**config.mk**
```make
export PLATFORM = sky130hd
export DESIGN_NAME = ic_fifo_sync_ext
export DESIGN_NICKNAME = d
export VERILOG_FILES = /design/src/rtl/ic_fifo_pkg.sv /design/src/rtl/ic_fifo_sync_ext_dpram.sv /design/src/rtl/ic_fifo_sync_ext.sv
export SDC_FILE = /design/constraint.sdc
export NUM_CORES = 1
export LEC_CHECK = 0
export ABC_AREA = 1
export CAP_MARGIN = 20
export CORE_MARGIN = 2
export CORE_UTILIZATION = 35
export DETAILED_ROUTE_END_ITERATION = 8
export PLACE_DENSITY = 0.52
export SYNTH_ARGS = -nofsm -noshare
export SYNTH_HDL_FRONTEND = slang
export SYNTH_SLANG_ARGS = --single-unit
```
**constraint.sdc**
```tcl
create_clock -name i_CLK -period 2.07 [get_ports i_CLK]
set_input_delay 0.5175 -clock i_CLK [delete_from_list [all_inputs] [get_ports i_CLK]]
set_output_delay 0.5175 -clock i_CLK [all_outputs]
set_load 0.02 [all_outputs]
```
**src/rtl/ic_fifo_pkg.sv**
```systemverilog
// Shared types and helpers for the synchronous FIFO family.
package ic_fifo_pkg;

    typedef enum logic {
        FIFO_STD  = 1'b0,
        FIFO_FWFT = 1'b1
    } fifo_mode_e;

    // Address width for a register file of the given depth (never below 1 bit).
    function automatic int unsigned fifo_aw(input int unsigned depth);
        return (depth <= 1) ? 1 : $clog2(depth);
    endfunction

endpackage

```
**src/rtl/ic_fifo_sync_ext_dpram.sv**
```systemverilog
// Flop-based register file: synchronous write port, asynchronous read port.
module ic_dpram_rf
    import ic_fifo_pkg::*;
#(
    parameter int unsigned DW    = 16,
    parameter int unsigned DEPTH = 8,
    localparam int unsigned AW   = fifo_aw(DEPTH)
) (
    input  logic          i_CLK,
    input  logic          i_WE,
    input  logic [AW-1:0] i_WA,
    input  logic [DW-1:0] i_WD,
    input  logic [AW-1:0] i_RA,
    output logic [DW-1:0] o_RD
);

    logic [DW-1:0] r_mem [DEPTH];

    // Storage is intentionally not reset; stale entries are unreachable via the pointers.
    always_ff @(posedge i_CLK) begin
        if (i_WE) begin
            r_mem[i_WA] <= i_WD;
        end
    end

    assign o_RD = r_mem[i_RA];

endmodule

```
**src/rtl/ic_fifo_sync_ext.sv**
```systemverilog
// Single-clock FIFO with level flags, guarded push/pop, sticky error flags and STD/FWFT read modes.
module ic_fifo_sync_ext
    import ic_fifo_pkg::*;
#(
    parameter int unsigned DW     = 16,
    parameter int unsigned DEPTH  = 8,
    parameter fifo_mode_e  MODE   = FIFO_STD,
    parameter int unsigned AF_LVL = DEPTH - 2,
    parameter int unsigned AE_LVL = 2,
    localparam int unsigned AW    = fifo_aw(DEPTH),
    localparam int unsigned CW    = AW + 1
) (
    input  logic                 i_CLK,
    input  logic                 i_RST_n,
    input  logic                 i_WEN,
    input  logic signed [DW-1:0] i_DI,
    input  logic                 i_REN,
    input  logic                 i_ERR_CLR,
    output logic signed [DW-1:0] o_DO,
    output logic                 o_VALID,
    output logic        [CW-1:0] o_CNTR,
    output logic                 o_FULL,
    output logic                 o_EMPTY,
    output logic                 o_AFULL,
    output logic                 o_AEMPTY,
    output logic                 o_OVF,
    output logic                 o_UDF
);

    if ((DEPTH < 2) || ((DEPTH & (DEPTH - 1)) != 0)) begin : g_bad_depth
        $fatal(1, "ic_fifo_sync_ext: DEPTH must be a power of two >= 2");
    end
    if ((AF_LVL < 1) || (AF_LVL > DEPTH)) begin : g_bad_af
        $fatal(1, "ic_fifo_sync_ext: AF_LVL out of range");
    end
    if (AE_LVL >= DEPTH) begin : g_bad_ae
        $fatal(1, "ic_fifo_sync_ext: AE_LVL out of range");
    end

    logic [AW-1:0] r_wa;
    logic [AW-1:0] r_ra;
    logic [CW-1:0] r_cntr;
    logic          r_ovf;
    logic          r_udf;
    logic          w_full;
    logic          w_empty;
    logic          w_wr_acc;
    logic          w_rd_acc;
    logic [DW-1:0] w_rd;

    assign w_full   = (r_cntr == CW'(DEPTH));
    assign w_empty  = (r_cntr == '0);
    assign w_wr_acc = i_WEN & ~w_full;
    assign w_rd_acc = i_REN & ~w_empty;

    ic_dpram_rf #(
        .DW    (DW),
        .DEPTH (DEPTH)
    ) u_mem (
        .i_CLK (i_CLK),
        .i_WE  (w_wr_acc),
        .i_WA  (r_wa),
        .i_WD  (i_DI),
        .i_RA  (r_ra),
        .o_RD  (w_rd)
    );

    // Pointers and occupancy; power-of-two depth lets the pointers wrap naturally.
    always_ff @(posedge i_CLK or negedge i_RST_n) begin
        if (!i_RST_n) begin
            r_wa   <= '0;
            r_ra   <= '0;
            r_cntr <= '0;
        end else begin
            if (w_wr_acc) r_wa <= r_wa + AW'(1);
            if (w_rd_acc) r_ra <= r_ra + AW'(1);
            case ({w_wr_acc, w_rd_acc})
                2'b10:   r_cntr <= r_cntr + CW'(1);
                2'b01:   r_cntr <= r_cntr - CW'(1);
                default: r_cntr <= r_cntr;
            endcase
        end
    end

    // Sticky errors: a new violation in the clear cycle keeps the flag set.
    always_ff @(posedge i_CLK or negedge i_RST_n) begin
        if (!i_RST_n) begin
            r_ovf <= 1'b0;
            r_udf <= 1'b0;
        end else begin
            r_ovf <= (i_WEN & w_full)  | (r_ovf & ~i_ERR_CLR);
            r_udf <= (i_REN & w_empty) | (r_udf & ~i_ERR_CLR);
        end
    end

    if (MODE == FIFO_STD) begin : g_std
        logic signed [DW-1:0] r_do;
        logic                 r_valid;

        always_ff @(posedge i_CLK or negedge i_RST_n) begin
            if (!i_RST_n) begin
                r_do    <= '0;
                r_valid <= 1'b0;
            end else begin
                r_valid <= w_rd_acc;
                if (w_rd_acc) r_do <= w_rd;
            end
        end

        assign o_DO    = r_do;
        assign o_VALID = r_valid;
    end else begin : g_fwft
        // Head word is presented directly; forced to zero while empty so reset shows 0.
        assign o_DO    = w_empty ? '0 : w_rd;
        assign o_VALID = ~w_empty;
    end

    assign o_CNTR   = r_cntr;
    assign o_FULL   = w_full;
    assign o_EMPTY  = w_empty;
    assign o_AFULL  = (r_cntr >= CW'(AF_LVL));
    assign o_AEMPTY = (r_cntr <= CW'(AE_LVL));
    assign o_OVF    = r_ovf;
    assign o_UDF    = r_udf;

endmodule
```
# ---- Yosys cells after proc, flatten, opt, wreduce, memory -nomap -nowiden
# Memory sizes are Yosys's and may differ from the RTL's. A register that Yosys moved wholly into a read port is not among the register bits.
# Index checks and enable logic that the tools add are counted.
dict set report totals {
  output_inout_bits 27
  register_bits 13
  ram_bits 128
  memories 1
  latchBits 0
  word_cells 33
  mem_bits_ro 0
}
dict set report classes {
  mux 3
  div_mod_pow 0
  reduce_logical 3
  shifts 0
  n_eq_ne 3
  n_lt_le_gt_ge 2
  bitwise_logic 11
  addsub 4
  n_mul 0
}
# memory depth word_bits rd rd_ports_with_merged_regs write_ports line
set mem_list {}
lappend mem_list {u_mem.r_mem 8 16 1 1 1 ic_fifo_sync_ext_dpram.sv:17} ;# logic [DW-1:0] r_mem [DEPTH];
# cell n
set op_table {}
lappend op_table {{case mux 4 bit (2 select lines)} 1}
lappend op_table {{adder 3 x 1 -> 3 bit, second input constant} 2}
lappend op_table {{AND 1 bit} 6}
lappend op_table {{adder 4 x 1 -> 4 bit, second input constant} 1}
lappend op_table {{equality test 4 bit, second input constant} 1}
lappend op_table {{greater-or-equal comparator 4 x 3 -> 1 bit, second input constant} 1}
lappend op_table {{less-or-equal comparator 4 x 2 -> 1 bit, second input constant} 1}
lappend op_table {{logical NOT 4 bit} 1}
lappend op_table {{subtractor 4 x 1 -> 4 bit, second input constant} 1}
lappend op_table {{NOT 1 bit} 3}
lappend op_table {{equality test 2 x 1 -> 1 bit, second input constant} 1}
lappend op_table {{equality test 2 bit, second input constant} 1}
lappend op_table {{2-to-1 mux 1 bit} 2}
lappend op_table {{OR 1 bit} 2}
lappend op_table {{nonzero test 2 bit} 1}
lappend op_table {{logical NOT 1 bit} 1}

# ---- Depth between registers and ports, before layout
# Gate-level depths: netlist (run 1).
dict set report depth {
  ltp_word 5
  ltp_mapped 14
  depth_no_buf 13
}

# ---- By module
# Synthesis (run 1) repeated with hierarchy kept, for this count alone.
dict set report hier_totals {
  cells_unflattened 716
  hier_area_um2 7004.2
}
# mod seq_area_each_um2 instances area_each_um2 cells_per_inst
set modules_own_cells {}
lappend modules_own_cells {ic_dpram_rf 3843.7 1 5669.2 571}
lappend modules_own_cells {ic_fifo_sync_ext 725.7 1 1335.0 145}

# ---- Worst setup path after synthesis (run 1)
# No wires, ideal clock.
dict set report synth_path {
  path_type {reg2reg}
  start {register r_cntr[3] (netlist: o_CNTR[3])}
  end {register r_cntr[2] (netlist: o_CNTR[2])}
  t_required_ps 1988
  path_stages_with_launch 14
  path_buffers 1
  setup_ps 82
  arrival_ps 2108
  period_less_slack_ps 2190
  path_slack_ps -120
  path_cell_list {dfrtp_1 nor2_2 nand2_2 nand2_4 inv_2 buf_4 ha_1 nand2_1 inv_1 nor2_1 ha_1 a21oi_1 or2_2 a31oi_1}
}
dict set report synth_between {
  elab_chain_len 5
  elab_cells_between_ends 10
  classes_between {3 x eq/ne; 1 x mux; 4 x bitwise; 2 x reduce/logical}
}
# item line
set synth_lines {}
lappend synth_lines {{start: declaration} ic_fifo_sync_ext.sv:42} ;# logic [CW-1:0] r_cntr;
lappend synth_lines {{start signal: assignment} ic_fifo_sync_ext.sv:78} ;# 2'b10: r_cntr <= r_cntr + CW'(1);
lappend synth_lines {{start signal: assignment} ic_fifo_sync_ext.sv:79} ;# 2'b01: r_cntr <= r_cntr - CW'(1);
lappend synth_lines {{start signal: assignment} ic_fifo_sync_ext.sv:80} ;# default: r_cntr <= r_cntr;
lappend synth_lines {{logical NOT 4 bit (*)} ic_fifo_sync_ext.sv:52} ;# assign w_empty = (r_cntr == '0);
lappend synth_lines {{NOT 1 bit (*)} ic_fifo_sync_ext.sv:54} ;# assign w_rd_acc = i_REN & ~w_empty;
lappend synth_lines {{AND 1 bit (*)} ic_fifo_sync_ext.sv:54}
lappend synth_lines {{via w_rd_acc} ic_fifo_sync_ext.sv:48} ;# logic w_rd_acc;
lappend synth_lines {{equality test 2 x 1 -> 1 bit / equality test 2 bit (equally long branches)} ic_fifo_sync_ext.sv:77} ;# case ({w_wr_acc, w_rd_acc})
lappend synth_lines {{case mux 4 bit (2 select lines) / nonzero test 2 bit (equally long branches)} n/a}
# Mark *: on every way through the listed nets, which the timed path passes. The rest lies on a longest branch.
# A chain may end at the register's enable or synchronous reset.

# ---- Worst setup path after layout (run 1)
dict set report layout_path {
  start {register r_cntr[2] (netlist: o_CNTR[2])}
  end {output port o_CNTR[2]}
}
# item line
set layout_rtl {}
lappend layout_rtl {{end: declaration} ic_fifo_sync_ext.sv:21} ;# output logic [CW-1:0] o_CNTR,
# No word-level cell between the ends.

==> results of run 1 <==
timing repair:
item / 4_1_cts / 5_1_grt
resized for setup: 4 / 7
setup endpoints to repair: 4 / 5
setup buffers: 0 / 0
endpoints found under the hold margin: 0 / 0
kinds of logic after synthesis:
| logic type | count (synthesis) |
|---|---|
| DFF | 157 |
| adders and majority gates | 5 |
| and+or+nand+nor | 259 |
| buffers and inverters | 44 |
| xor gates and xnor gates | 5 |
| AOI/OAI and AO/OA | 71 |
worst min-delay path by stage:
stage | end | slack, ns | depth (start not counted)
floorplan | o_CNTR[0]$_DFFE_PN0P_ | 0.22 | 0
global placement | o_DO[13]$_DFFE_PN0P_ | 0.46 | 2
detailed placement | o_DO[1]$_DFFE_PN0P_ | 0.47 | 2
CTS | o_DO[7]$_DFFE_PN0P_ | 0.09 | 1
global route | o_DO[3]$_DFFE_PN0P_ | 0.12 | 1
finish | o_DO[7]$_DFFE_PN0P_ | 0.08 | 1
report_power, final:
group	switching (mW)	internal, mW
combinational	2.59	1.49
clock	1.18	1.91
sequential	0.268	4.09
synth_stat cells:
library cell  count  area (um^2)
nor2_1          141          529
edfxtp_1        128         3840
o21ai_0          60          300
nand2_1          58          218
nand3_1          52          260
dfrtp_1          29          726
inv_1            13         48.8
buf_2            10         50.1
o21ai_1           9         45.0
buf_6             8         90.1
ha_1              5         62.6
clkbuf_2          4         20.0
buf_4             3         22.5
inv_2             3         11.3
nand2_2           2         12.5
nand2_4           2         22.5
nor2_2            2         12.5
xnor2_1           2         17.5
xor2_1            2         17.5
a21oi_1           1         5.00
a31oi_1           1         6.26
buf_1             1         3.75
clkbuf_1          1         3.75
clkinv_1          1         3.75
or2_2             1         6.26
or2_4             1         8.76
xor2_2            1         16.3
per-layer routing:
metal	routed length (um)	up-vias	share of wire [%]	track usage (%)
li1	-	1994	-	-
met1	7240	2039	49	23.7
met2	6460	99	44	22.5
met3	714	15	4.9	3.00
met4	218	0	1.5	6.11
met5	0	-	0	0
worst reg2reg max path, stage by stage (launching register included):
cell and delay, ns:
dfrtp_2 0.47, nor2_4 0.13, nand2_2 0.09, nand2_4 0.06
inv_2 0.04, ha_2 0.19, nand2_1 0.06, inv_1 0.04
nor2_1 0.13, ha_1 0.17, a21oi_1 0.05, or2_2 0.30
a31oi_1 0.14
flip-flops by register name, summed over array words and instances (netlist names):
signal       cells
r_ra             3
u_mem.r_mem    128
o_DO            16
o_VALID          1
r_wa             3
o_CNTR           4
o_OVF            1
o_UDF            1
through the flow:
step	area (um^2)	TNS, ns	setup WS [ns]
finish	7790	0	0.0871
global route	7790	0	0.00460
CTS	7790	0	0.00800
detailed placement	7210	-5.89	-0.218
global placement	7210	-5.67	-0.159
floorplan	6380	-0.00441	-0.00441
cell type report:
| class | instances | share of cell area (%) |
|---|---|---|
| clock buffers | 20 | 5.73 |
| clock inverters | 12 | 1.86 |
| inverters | 17 | 0.819 |
| multi-input cells | 340 | 19.9 |
| flip-flops and latches | 157 | 58.7 |
| well taps | 229 | 3.68 |
| repair buffers | 76 | 9.34 |
cell usage in the layout (no fill, tap or decap), types with 2 or more instances in the layout:
master / instances
clkbuf_1: 2
dlygate4sd2_1: 2
bufinv_16: 3
nand2_2: 2
clkbuf_16: 17
buf_12: 4
clkinvlp_4: 5
clkinv_1: 3
nand2_1: 58
inv_2: 3
o21ai_1: 9
dfrtp_2: 5
dlymetal6s2s_1: 3
edfxtp_1: 128
ha_1: 4
nand3_1: 52
clkbuf_2: 2
inv_1: 13
buf_4: 25
o21ai_0: 60
xnor2_1: 2
xor2_1: 2
clkinv_2: 2
clkdlybuf4s50_1: 39
nand2_4: 2
nor2_1: 141
dfrtp_1: 24
==> run metrics, run 1 <==
area grow syn2layout=22.5%; status=finished clean; syn_area_per_cell=11.8 um^2; Critical Path Start Type=flop; drt wl/cell=17.2 um; CP Depth=1; cells along the critical path=clkdlybuf4s50_1; final setup skew=a little over 0.006 ns; worst vdd ir=a little under 900 uV; Hold Vio Cnt, Final=0; main combinational cell family by area after synthesis=simple AND/OR/NAND/NOR gates; Hold Crit Class=input pin to async pin; post-synthesis xor/xnor area fraction=less than 1%; DR vias=between 4000 and 5000; Placer Congestion=approximately 0.77; Post-route DRC=0; Tmin final=about 2.0 ns; H-tree levels=4; fin. max-slew vios=0; root buffer cell=clkbuf_16; DP HPWL=9510 um; Synth Area in Adders=less than 1%; Routed Antenna Nets=0; Final Setup Violations=0; Total GRT Usage=between 10% and 20%; Min Hold Slack=~0.076 ns; CP startpoint=o_CNTR[2]$_DFFE_PN0P_; Final Total Pwr=between 10 and 15 mW; CTS tree=yes; classification of the worst setup path=flop to primary output; WP buf/inv=1; Ys Warns=0; Register-to-Register Path Depth=12; fin nets=635; CTS sink count=around 160; crit-path max FO=6; Die Height=~140 um; sequential cell area fraction in the yosys report=71.8%; simple-gate share of the synthesized area=roughly 17%; die area=19300 um^2; Worst R2R Setup Slack=~0.12 ns; initial antenna violation count=0; largest net degree at the start of global routing=66; Slowest cell on crit path=clkdlybuf4s50_1; max_cap viols=0; Register Area=4580 um^2; final WL=roughly 15000 um; Leak=2.93 nW; clock buffer depth=2; crit path capture=o_CNTR[2]; Cells after Synth=~540; Crit. End Element=primary output; area of the multi-input gates=around 1500 um^2; crit-path max cell delay=around 0.62 ns; critical path arrival=1.47 ns; core area=between 15000 and 20000 um^2; mux cell area share after synthesis=0%; Synth Area in Compound Gates=5.60%; Synth cell types=27; worst reg2reg endpoint=o_CNTR[2]$_DFFE_PN0P_; Worst-path clk slew=about 0.060 ns; hold-fix buffer count after cts=0; Final Core Density=43.5%; vias in the first global route=3999; Slew HR=between 50% and 60%; RR Startpoint=o_CNTR[3]$_DFFE_PN0P_; unrepaired setup endpoints after global routing=no; number of buffers created by CTS=17; critical path's top delay family=buffers and inverters; number of port buffers=47; synthesized cell area=6360 um^2; final std cells w/o fill=851; initial core utilization=35.5%; # rows=between 40 and 50; share of cells above drive strength 1=about an eighth; first-pass iteration count of the detailed router=5; DP Cell Count=about 800; Die X=~140 um; Congestion Overflow GR=0; FILL cells=roughly 1700; measured slew at the worst slew-check pin=about 0.65 ns; Max Clk Rate=504 MHz; Power Dens Cells=about 1500 nW/um^2; net count after synthesis=~570; period utilization=95.8%; 1st-iter DRT viols=330; IO Count=48; latest clock arrival within the worst-skew pair=0.42 ns; DR vias/cell=between 4 and 5; Worst EP required=1.55 ns; first-pass GRT wire length=22900 um; FF+latch count, synth=about 160; ant diodes=0
(Power assumes the default switching activity.)
==> inputs of run 2 (changes only) <==
--- a/config.mk
+++ b/config.mk
@@ -8,9 +8,9 @@
 export ABC_AREA = 1
 export CAP_MARGIN = 20
 export CORE_MARGIN = 2
-export CORE_UTILIZATION = 35
+export CORE_UTILIZATION = 52
 export DETAILED_ROUTE_END_ITERATION = 8
-export PLACE_DENSITY = 0.52
+export PLACE_DENSITY = 0.73
 export SYNTH_ARGS = -nofsm -noshare
 export SYNTH_HDL_FRONTEND = slang
 export SYNTH_SLANG_ARGS = --single-unit
==> run metrics, run 2 (same netlist as run 1, synthesis figures left out) <==
status=finished clean; met2 global-route usage=36.7% (+14 points); Slowest cell on crit path=clkdlybuf4s50_1; H-tree levels=4 (unchanged); crit-path max cell delay=0.63 ns (about the same); Total GRT Usage=23.0% (+7.3 points); initial antenna violation count=0 (unchanged); critical path's top delay family=buffers and inverters; WP buf/inv=1 (unchanged); Final Setup Violations=0 (unchanged); Worst-path clk slew=0.06 ns (about the same); clock buffer depth=2 (unchanged); vias in the first global route=4215 (+5.4%); fin nets=635 (unchanged); ant diodes=0 (unchanged); Hold Vio Cnt, Final=0 (unchanged); DR vias=4294 (+3.5%); worst reg2reg endpoint=o_CNTR[2]$_DFFE_PN0P_; Slew HR=53.3% (-3.2 points); Register-to-Register Path Depth=12 (unchanged); Leak=2.94 nW (+0.51%); Register Area=4580 um^2 (unchanged); Final Total Pwr=11.8 mW (+2.4%); drt wl/cell=18.1 um (+5.0%); DP Cell Count=737 (-10%); die area=13100 um^2 (-32%); CTS sink count=157 (unchanged); measured slew at the worst slew-check pin=0.696 ns (+0.0476 ns); most frequent cells in the layout=140 x nor2_1, 128 x edfxtp_1, 60 x o21ai_0; Hold Crit Class=flop to flop; Worst R2R Setup Slack=0.11 ns (about the same); first-pass GRT wire length=22100 um (-3.7%); area grow syn2layout=21.3%; Die X=115 um (-17%); Tmin final=2.02 ns (+0.0353 ns); Final Cell Area=7720 um^2 (-0.96%); Crit. End Element=primary output; share of cells above drive strength 1=12.5% (unchanged); number of buffers created by CTS=17 (unchanged); commonest non-fill, non-tap cell in the layout=nor2_1; 1st-iter DRT viols=427 (+29%); min-delay src=o_DO[5]$_DFFE_PN0P_; root buffer cell=clkbuf_16; Congestion Overflow GR=0 (unchanged); period utilization=97.5% (+1.7 points); postcts setup bufs=0 (unchanged); Post-route DRC=0 (unchanged); RR Startpoint=o_CNTR[0]$_DFFE_PN0P_; Placer Congestion=0.849 (+10%); cells along the critical path=clkdlybuf4s50_1; DP HPWL=8410 um (-12%); final setup skew=0.00673 ns (+0.000695 ns); Placed Area=7070 um^2 (-1.9%); Largest Register=u_mem.r_mem; number of port buffers=47 (unchanged); Worst EP required=1.55 ns (about the same); FILL cells=876 (-47%); DR vias/cell=5.58 (+15%); crit-path max FO=6 (unchanged); worst vdd ir=682 uV (-23%); Max Clk Rate=495 MHz (-1.8%); CTS tree=yes; area of the multi-input gates=1550 um^2 (+0.16%); GR peak layer=met2; initial core utilization=53.2% (+18 points); first-pass iteration count of the detailed router=5 (unchanged); worst hold stages=2; final std cells w/o fill=769 (-9.6%); final WL=13900 um (-5.1%); # rows=40 (-18%); Die Height=115 um (-17%); max reg flops=128 (unchanged); routing usage on met1=30.4% (+6.6 points); IO Count=48 (unchanged); critical path arrival=1.50 ns (+0.03 ns); met3 usage=5.56% (+2.6 points); max_cap viols=0 (unchanged); Critical Path Start Type=flop; largest net degree at the start of global routing=38 (-42%); latest clock arrival within the worst-skew pair=0.42 ns (about the same); Power Dens Cells=1530 nW/um^2 (+3.4%); Routed Antenna Nets=0 (unchanged); Hold EP=o_DO[5]$_DFFE_PN0P_; fin. max-slew vios=0 (unchanged); unrepaired setup endpoints after global routing=yes; core area=12000 um^2 (-33%); classification of the worst setup path=flop to primary output
## run 2: cell types whose count changed in the layout (fill, tap and decap cells not counted), moves of 2 or more
cell,previous run,this run
clkdlybuf4s50_1,39,42
bufinv_16,3,6
clkinvlp_4,5,0
dlymetal6s2s_1,3,1
buf_12,4,1
buf_4,25,28
## run 2: how the worst max path moves through the flow
stage	to	depth (start not counted)	startpoint
2_1_floorplan	o_CNTR[2]$_DFFE_PN0P_	13	o_CNTR[1]$_DFFE_PN0P_
3_3_place_gp	o_CNTR[2]$_DFFE_PN0P_	10	i_REN
6_report	o_CNTR[3]	1	o_CNTR[3]$_DFFE_PN0P_
4_1_cts	o_EMPTY	4	o_CNTR[0]$_DFFE_PN0P_
5_1_grt	o_CNTR[2]$_DFFE_PN0P_	12	o_CNTR[2]$_DFFE_PN0P_
3_5_place_dp	o_CNTR[2]$_DFFE_PN0P_	11	i_REN
## run 2: through the flow
stage	util [%]	hold slack [ns]	setup WS, ns	setup TNS, ns
after floorplan	-	0.222	-0.00441	-0.00441
after global placement	59.1	0.463	-0.147	-3.52
after detailed placement	59.1	0.465	-0.254	-9.42
after CTS	64.6	0.480	0.0111	0
after global routing	64.5	0.512	-0.0424	-0.0439
final	64.5	0.478	0.0518	0
## run 2: layout make-up
cell class / instances / share of cell area, %
Timing Repair Buffer: 76 / 8.96
Multi-Input combinational cell: 340 / 20.1
Clock inverter: 12 / 2.80
Tap cell: 147 / 2.38
Clock buffer: 20 / 5.66
Sequential cell: 157 / 59.3
Inverter: 17 / 0.827
## run 2: per-layer routing
layer	vias to the layer above	wire length [um]
met5	-	0
met4	0	363
met3	30	1010
met2	198	6680
met1	2067	5840
li1	1999	-
## run 2: report_power, final
group	leakage [nW]	switching, mW	internal (mW)
combinational	1.12	2.56	1.46
clock	0.320	1.17	2.25
sequential	1.51	0.286	4.09
## run 2: repair_timing
action | 4_1_cts | 5_1_grt
setup endpoints to repair | 4 | 5
cloned | 0 | 0
hold buffers | 0 | 0
resized for setup | 5 | 6
pin swaps | 0 | 0
==> inputs of run 3 (changes only) <==
--- a/config.mk
+++ b/config.mk
@@ -9,8 +9,10 @@
 export CAP_MARGIN = 20
 export CORE_MARGIN = 2
 export CORE_UTILIZATION = 52
+export CTS_CLUSTER_SIZE = 10
 export DETAILED_ROUTE_END_ITERATION = 8
 export PLACE_DENSITY = 0.73
 export SYNTH_ARGS = -nofsm -noshare
 export SYNTH_HDL_FRONTEND = slang
 export SYNTH_SLANG_ARGS = --single-unit
+export TNS_END_PERCENT = 20
==> run metrics, run 3 (same netlist as run 1, synthesis figures left out) <==
fin nets=635 (unchanged); Setup WS pre-CTS=-0.254 ns (unchanged); Placer Congestion=0.849 (unchanged); CP Depth=1 (unchanged); H-tree levels=4 (unchanged); die area=13100 um^2 (unchanged); DR vias/cell=5.57 (-0.16%); Worst EP required=1.55 ns (about the same); clock buffer depth=2 (unchanged); Slowest cell on crit path=clkdlybuf4s50_1; critical path arrival=1.50 ns (about the same); classification of the worst setup path=flop to primary output; drt wl/cell=18.1 um (about the same); Tmin final=2.02 ns (+0.00110 ns); Worst-path clk slew=0.06 ns (about the same); routing usage on met1=30.4% (unchanged); first-pass GRT wire length=22100 um (unchanged); latest clock arrival within the worst-skew pair=0.42 ns (about the same); largest net degree at the start of global routing=38 (unchanged); postcts setup bufs=0 (unchanged); IO Count=48 (unchanged); max_cap viols=0 (unchanged); RR Startpoint=o_CNTR[0]$_DFFE_PN0P_; crit-path max FO=6 (unchanged); DP HPWL=8410 um (unchanged); Post-route DRC=0 (unchanged); Final Setup Violations=0 (unchanged); root buffer cell=clkbuf_16; unrepaired setup endpoints after global routing=yes; period utilization=97.6% (about the same); Hold Crit Class=flop to flop; first-pass iteration count of the detailed router=5 (unchanged); Leak=2.94 nW (about the same); met3 usage=5.56% (unchanged); final setup skew=0.00677 ns (+0.0000434 ns); most frequent cells in the layout=140 x nor2_1, 128 x edfxtp_1, 60 x o21ai_0; worst vdd ir=684 uV (+0.34%); area grow syn2layout=21.4% (about the same); Largest Register=u_mem.r_mem; max reg flops=128 (unchanged); share of cells above drive strength 1=12.4% (-0.16 points); final WL=13900 um (about the same); Die Height=115 um (unchanged); critical path's top delay family=buffers and inverters; Register-to-Register Path Depth=12 (unchanged); WP buf/inv=1 (unchanged); Slew HR=53.2% (-0.079 points); 1st-iter DRT viols=427 (unchanged); core area=12000 um^2 (unchanged); crit-path max cell delay=0.63 ns (about the same); Congestion Overflow GR=0 (unchanged); Power Dens Cells=1530 nW/um^2 (about the same); Routed Antenna Nets=0 (unchanged); Final Core Density=64.6% (about the same); DR vias=4287 (-0.16%); ant diodes=0 (unchanged); measured slew at the worst slew-check pin=0.698 ns (+0.00118 ns); Final Worst Setup Slack=0.0507 ns (-0.00110 ns); vias in the first global route=4215 (unchanged); status=finished clean; number of buffers created by CTS=17 (unchanged); worst hold stages=2 (unchanged); cells along the critical path=clkdlybuf4s50_1; CTS sink count=157 (unchanged); # rows=40 (unchanged); initial antenna violation count=0 (unchanged); Critical Path Start Type=flop; fin. max-slew vios=0 (unchanged); Total GRT Usage=23.0% (unchanged); min-delay src=o_DO[5]$_DFFE_PN0P_; Die X=115 um (unchanged); commonest non-fill, non-tap cell in the layout=nor2_1; CTS tree=yes; Crit. End Element=primary output; CP startpoint=o_CNTR[3]$_DFFE_PN0P_; GR peak layer=met2; setup_tns=0 ns (unchanged); met2 global-route usage=36.7% (unchanged); number of port buffers=47 (unchanged); initial core utilization=53.2% (unchanged); Hold Vio Cnt, Final=0 (unchanged); Max Clk Rate=495 MHz (about the same)
## run 3: cell count changes in the layout (fill, tap and decap cells not counted), sizes merged
cell           before  now
clkbuf             22   21
clkdlybuf4s15       1    2
## run 3: path summary, 6_finish.rpt
| kind | to | slack (ns) |
|---|---|---|
| setup / recovery | o_CNTR[3] | 0.05 |
| hold / removal | o_DO[5]$_DFFE_PN0P_ | 0.48 |
| setup reg to reg | o_CNTR[2]$_DFFE_PN0P_ | 0.12 |
| hold reg to reg | o_DO[5]$_DFFE_PN0P_ | 0.48 |
| max in group asynchronous | o_CNTR[3]$_DFFE_PN0P_ | 1.22 |
| min in group asynchronous | o_DO[8]$_DFFE_PN0P_ | 0.52 |
## run 3: report_power, final
| group | total (mW) | internal, mW | switching [mW] | leakage (nW) |
|---|---|---|---|---|
| sequential | 4.37 | 4.09 | 0.286 | 1.51 |
| combinational | 4.02 | 1.46 | 2.56 | 1.12 |
| clock | 3.42 | 2.25 | 1.17 | 0.320 |
| total | 11.8 | 7.81 | 4.01 | 2.94 |
## run 3: metal layers
layer  share of wire, %  routed length (um)
met5                  0                   0
met4                2.5                 347
met3                6.9                 952
met2                 48                6720
met1                 42                5860
## run 3: metrics by stage
stage | instances | instance area, um^2 | power [mW] | hold slack (ns)
4_1_cts | 769 | 7720 | 11.8 | 0.480
2_1_floorplan | 541 | 6380 | 7.07 | 0.222
5_1_grt | 769 | 7720 | 12.5 | 0.512
3_3_place_gp | 737 | 7070 | 8.26 | 0.463
6_report | 769 | 7720 | 11.8 | 0.478
3_5_place_dp | 737 | 7070 | 8.42 | 0.465
## run 3: final cells by class
cell class                      instances  area (um^2)
Tap cell                              147          184
Clock inverter                         12          216
Timing Repair Buffer                   76          697
Sequential cell                       157         4580
Inverter                               17         63.8
Multi-Input combinational cell        340         1550
Fill cell                             876         4240
Clock buffer                           20          437
## run 3: timing repair
item                                    in CTS  in global routing
hold buffers                                 0                  0
resized for setup                            5                  5
endpoints found under the setup margin       4                  5
==> RTL change 1, RTL diff (flow settings as in run 2) <==
Register the output `o_OVF` once more, with the module's reset; this adds one clock of latency there. The other outputs are not delayed to match.
--- a/src/rtl/ic_fifo_sync_ext.sv
+++ b/src/rtl/ic_fifo_sync_ext.sv
@@ -120,7 +120,13 @@
     assign o_EMPTY  = w_empty;
     assign o_AFULL  = (r_cntr >= CW'(AF_LVL));
     assign o_AEMPTY = (r_cntr <= CW'(AE_LVL));
-    assign o_OVF    = r_ovf;
+    always_ff @(posedge i_CLK or negedge i_RST_n) begin
+        if (!i_RST_n) begin
+            o_OVF <= '0;
+        end else begin
+            o_OVF <= r_ovf;
+        end
+    end
     assign o_UDF    = r_udf;
 
 endmodule
Behaviour: not the same (Yosys sat finds a counterexample within 10 cycles, from zero or initial values and one cycle with i_RST_n low).
==> RTL change 1 against run 2 <==
  * Routed wire length is 0.96% lower
  * Worst setup slack better by 13 ps
  * Hold slack lost 95 ps
  * Sequential cell count up 1
  * Design area fell by 0.52%
  * Largest power group unchanged
  * Highest routed layer unchanged
  * Count of clock-buffer cells in the layout is 8 higher
  * Core utilization decreased by 0.60 points
  * Non-clock buffer count decreased by 2
  * Total power down 3.5%
  * Critical path type unchanged
  * Sequential share of layout area grew 0.63 points
  * Final cell count down 0.13%
  * Area after synthesis is 0.39% higher
==> RTL change 1: results (changes against run 2) <==
grt_usage: 0.223  # -0.00711
use_met3: 0.0527  # -0.00287
regMostFlops: "u_mem.r_mem"
async_flop_share: 0.190  # +0.00516
vdd_ir_drop_max_mv: 0.634  # -6.9%
synth-xor-area-share: 0.00803  # -0.0000316
drive_gt1_frac: 0.116  # -0.00946
finalNonFillerCells: 768  # -0.13%
met2_wirelength_um: 6790  # +1.6%
crit_family: "buffers and inverters"
wirelength_met1_um: 5730  # -1.9%
dpl.hpwl_um: 8190  # -2.6%
cts_buffers: 17  # unchanged
dr_wl_met3_um: 946  # -5.9%
grt_pass1_wl_um: 21600  # -2.2%
fillCellCount: 891  # +1.7%
ys_seq_area_frac: 0.719  # +0.00110
synth_nets: 568  # +0.18%
yosysWarnings: 0  # unchanged
grt_max_degree: 66  # +74%
use_met1: 0.287  # -0.0166
dpl.cell_count: 734  # -0.41%
p_leak_uw: 0.00291  # -1.1%
status: "finished, final reports clean"
worst_pin_slew_ps: 671  # -25.1 ps
synth_compound_area_frac: 0.0558  # -0.000219
slowest_stage: "dfrtp_2"
drt_iter0_drc: 282  # -34%
critPathMaxFanout: 7  # +1
clock_skew_ps: 10.7  # +3.96 ps
slowest_delay_ps: 410  # -220 ps
==> RTL change 1: per-stage QoR <==
step	setup slack [ps]	total power (uW)	setup TNS (ps)	util	instance area (sq um)
after global routing	0.247	12100	0	0.639	7680
after floorplan	-4.41	7100	-4.41	-	6400
final	64.7	11400	0	0.639	7680
after CTS	3.17	11400	0	0.638	7670
after detailed placement	-227	8410	-11280	0.590	7090
after global placement	-157	8260	-5880	0.590	7090
==> RTL change 1: worst paths after layout <==
check	endpoint	depth (start not counted)	slack, ps	startpoint
max	o_AEMPTY	5	60	o_CNTR[1]$_DFFE_PN0P_
min in group asynchronous	o_DO[7]$_DFFE_PN0P_	2	520	i_RST_n
max reg2reg	o_CNTR[2]$_DFFE_PN0P_	12	110	o_CNTR[2]$_DFFE_PN0P_
min reg2reg	o_OVF$_DFF_PN0_	0	380	r_ovf$_DFF_PN0_
min	o_OVF$_DFF_PN0_	0	380	r_ovf$_DFF_PN0_
max in group asynchronous	r_ra[0]$_DFFE_PN0P_	2	1210	i_RST_n
==> RTL change 1: worst register-to-register path: stages, from the launching register on <==
cell	delay, ps
dfrtp_2	450
nor2_4	150
nand2_2	90
nand2_4	60
inv_2	40
ha_2	200
nand2_1	70
inv_1	40
nor2_1	120
ha_1	180
a21oi_1	60
or2_2	300
a31oi_1	130
==> RTL change 1: where the power goes <==
part | switching [uW] | total (uW) | internal (uW)
combinational | 2530 | 4000 | 1480
sequential | 290 | 4400 | 4110
clock | 1140 | 3000 | 1860
total | 3960 | 11400 | 7450
==> RTL change 1: final cells by class <==
type,instances,share of cell area
Inverter,17,0.00831
Sequential cell,158,0.599
Tap cell,147,0.0240
Clock buffer,28,0.0688
Timing Repair Buffer,74,0.0914
Clock inverter,4,0.00684
Multi-Input combinational cell,340,0.202
==> RTL change 2, RTL diff (settings of run 2) <==
Without the edit above. `DEPTH` is set to 8 in 2 places; all go to 16.
--- a/src/rtl/ic_fifo_sync_ext_dpram.sv
+++ b/src/rtl/ic_fifo_sync_ext_dpram.sv
@@ -3,7 +3,7 @@
     import ic_fifo_pkg::*;
 #(
     parameter int unsigned DW    = 16,
-    parameter int unsigned DEPTH = 8,
+    parameter int unsigned DEPTH = 16,
     localparam int unsigned AW   = fifo_aw(DEPTH)
 ) (
     input  logic          i_CLK,
--- a/src/rtl/ic_fifo_sync_ext.sv
+++ b/src/rtl/ic_fifo_sync_ext.sv
@@ -3,7 +3,7 @@
     import ic_fifo_pkg::*;
 #(
     parameter int unsigned DW     = 16,
-    parameter int unsigned DEPTH  = 8,
+    parameter int unsigned DEPTH  = 16,
     parameter fifo_mode_e  MODE   = FIFO_STD,
     parameter int unsigned AF_LVL = DEPTH - 2,
     parameter int unsigned AE_LVL = 2,
Interface: changed (resized o_CNTR); port bits go from 48 to 49. The function was not compared with the original's and may differ.
==> RTL change 2 against run 2 <==
  * Area after synthesis rose by 97%
  * Total power rose by 68%
  * Worst setup slack got worse by 8.5 ps
  * Final cell count rose by 120%
  * Register-to-register slack got worse by 20 ps
  * Clock power rose by 42%
  * Design area rose by 92%
  * Sequential cell count rose by 131
  * Routed wire length rose by 110%
  * Critical endpoint is now o_DO[9]
==> RTL change 2: results (changes against run 2) <==
io_buffers: 48  # +2.1%
finalNonFillerCells: 1664  # +120%
post-place-ws_ps: -360  # -105 ps
synth-xor-area-share: 0.00700  # -0.00106
gp_congestion: 0.870  # +2.4%
max-clock-path-buffers: 3  # +1
dpl.cell_count: 1612  # +120%
critPathCapture: "o_DO[9]"
synthTopCellsByArea: "edfxtp_1, nand2_1, nand3_1"
use_met1: 0.307  # +0.00309
synth_compound_area_frac: 0.00560  # -0.0504
synth_nets: 1259  # +120%
status: "finished, final reports clean"
reg2reg_to: "o_CNTR[4]$_DFFE_PN0P_"
use_met3: 0.0391  # -0.0165
synth-edff-count: 256  # +100%
ys_top_cells_by_count: "nand2_1, edfxtp_1, inv_1, nand3_1, buf_2"
grt_pass1_wl_um: 45400  # +110%
async_flop_share: 0.111  # -0.0736
htreeDepth: 1  # -3
critPathMaxFanout: 2  # -4
drt_iter0_drc: 810  # +90%
grt_max_degree: 91  # +140%
worst_pin_slew_ps: 753  # +57.1 ps
place_area_sq_mm: 0.0139  # +97%
vdd_ir_drop_max_mv: 0.824  # +21%
drive_gt1_frac: 0.111  # -0.0146
largest_reg_flops: 256  # +100%
num_vias: 8670  # +100%
slowest_delay_ps: 610  # -20 ps
hold_slack_ps: 44.3  # -434 ps
clk-insertion-delay-late_ps: 540  # +120 ps
r2r_slack_ps: 90  # -20 ps
dpl.hpwl_um: 18600  # +120%
==> RTL change 2: area by class of cell <==
type                       instances  area [sq um]
tap                              319           399
timing repair buffer             119          1210
fill                            1900          8730
multi-input combinational        668          3000
clock buffer                      41           801
sequential                       288          8500
clock inverter                    11          86.3
inverter                         218           820
==> RTL change 2: routing by layer <==
| metal | up-vias | wire length (um) | part of all wire |
|---|---|---|---|
| met2 | 408 | 13600 | 0.47 |
| li1 | 4131 | - | - |
| met3 | 61 | 2460 | 0.086 |
| met5 | - | 0 | 0 |
| met1 | 4070 | 11700 | 0.41 |
| met4 | 0 | 913 | 0.032 |
==> RTL change 2: power breakdown <==
part / internal [uW] / switching [uW] / total (uW)
clock: 2810 / 2070 / 4870
combinational: 2550 / 4940 / 7490
sequential: 7130 / 308 / 7440
==> RTL change 2: repair_timing <==
item,CTS,global route
resized for setup,19,12
setup endpoints to repair,11,47
pin swaps,0,2
endpoints found under the hold margin,0,0
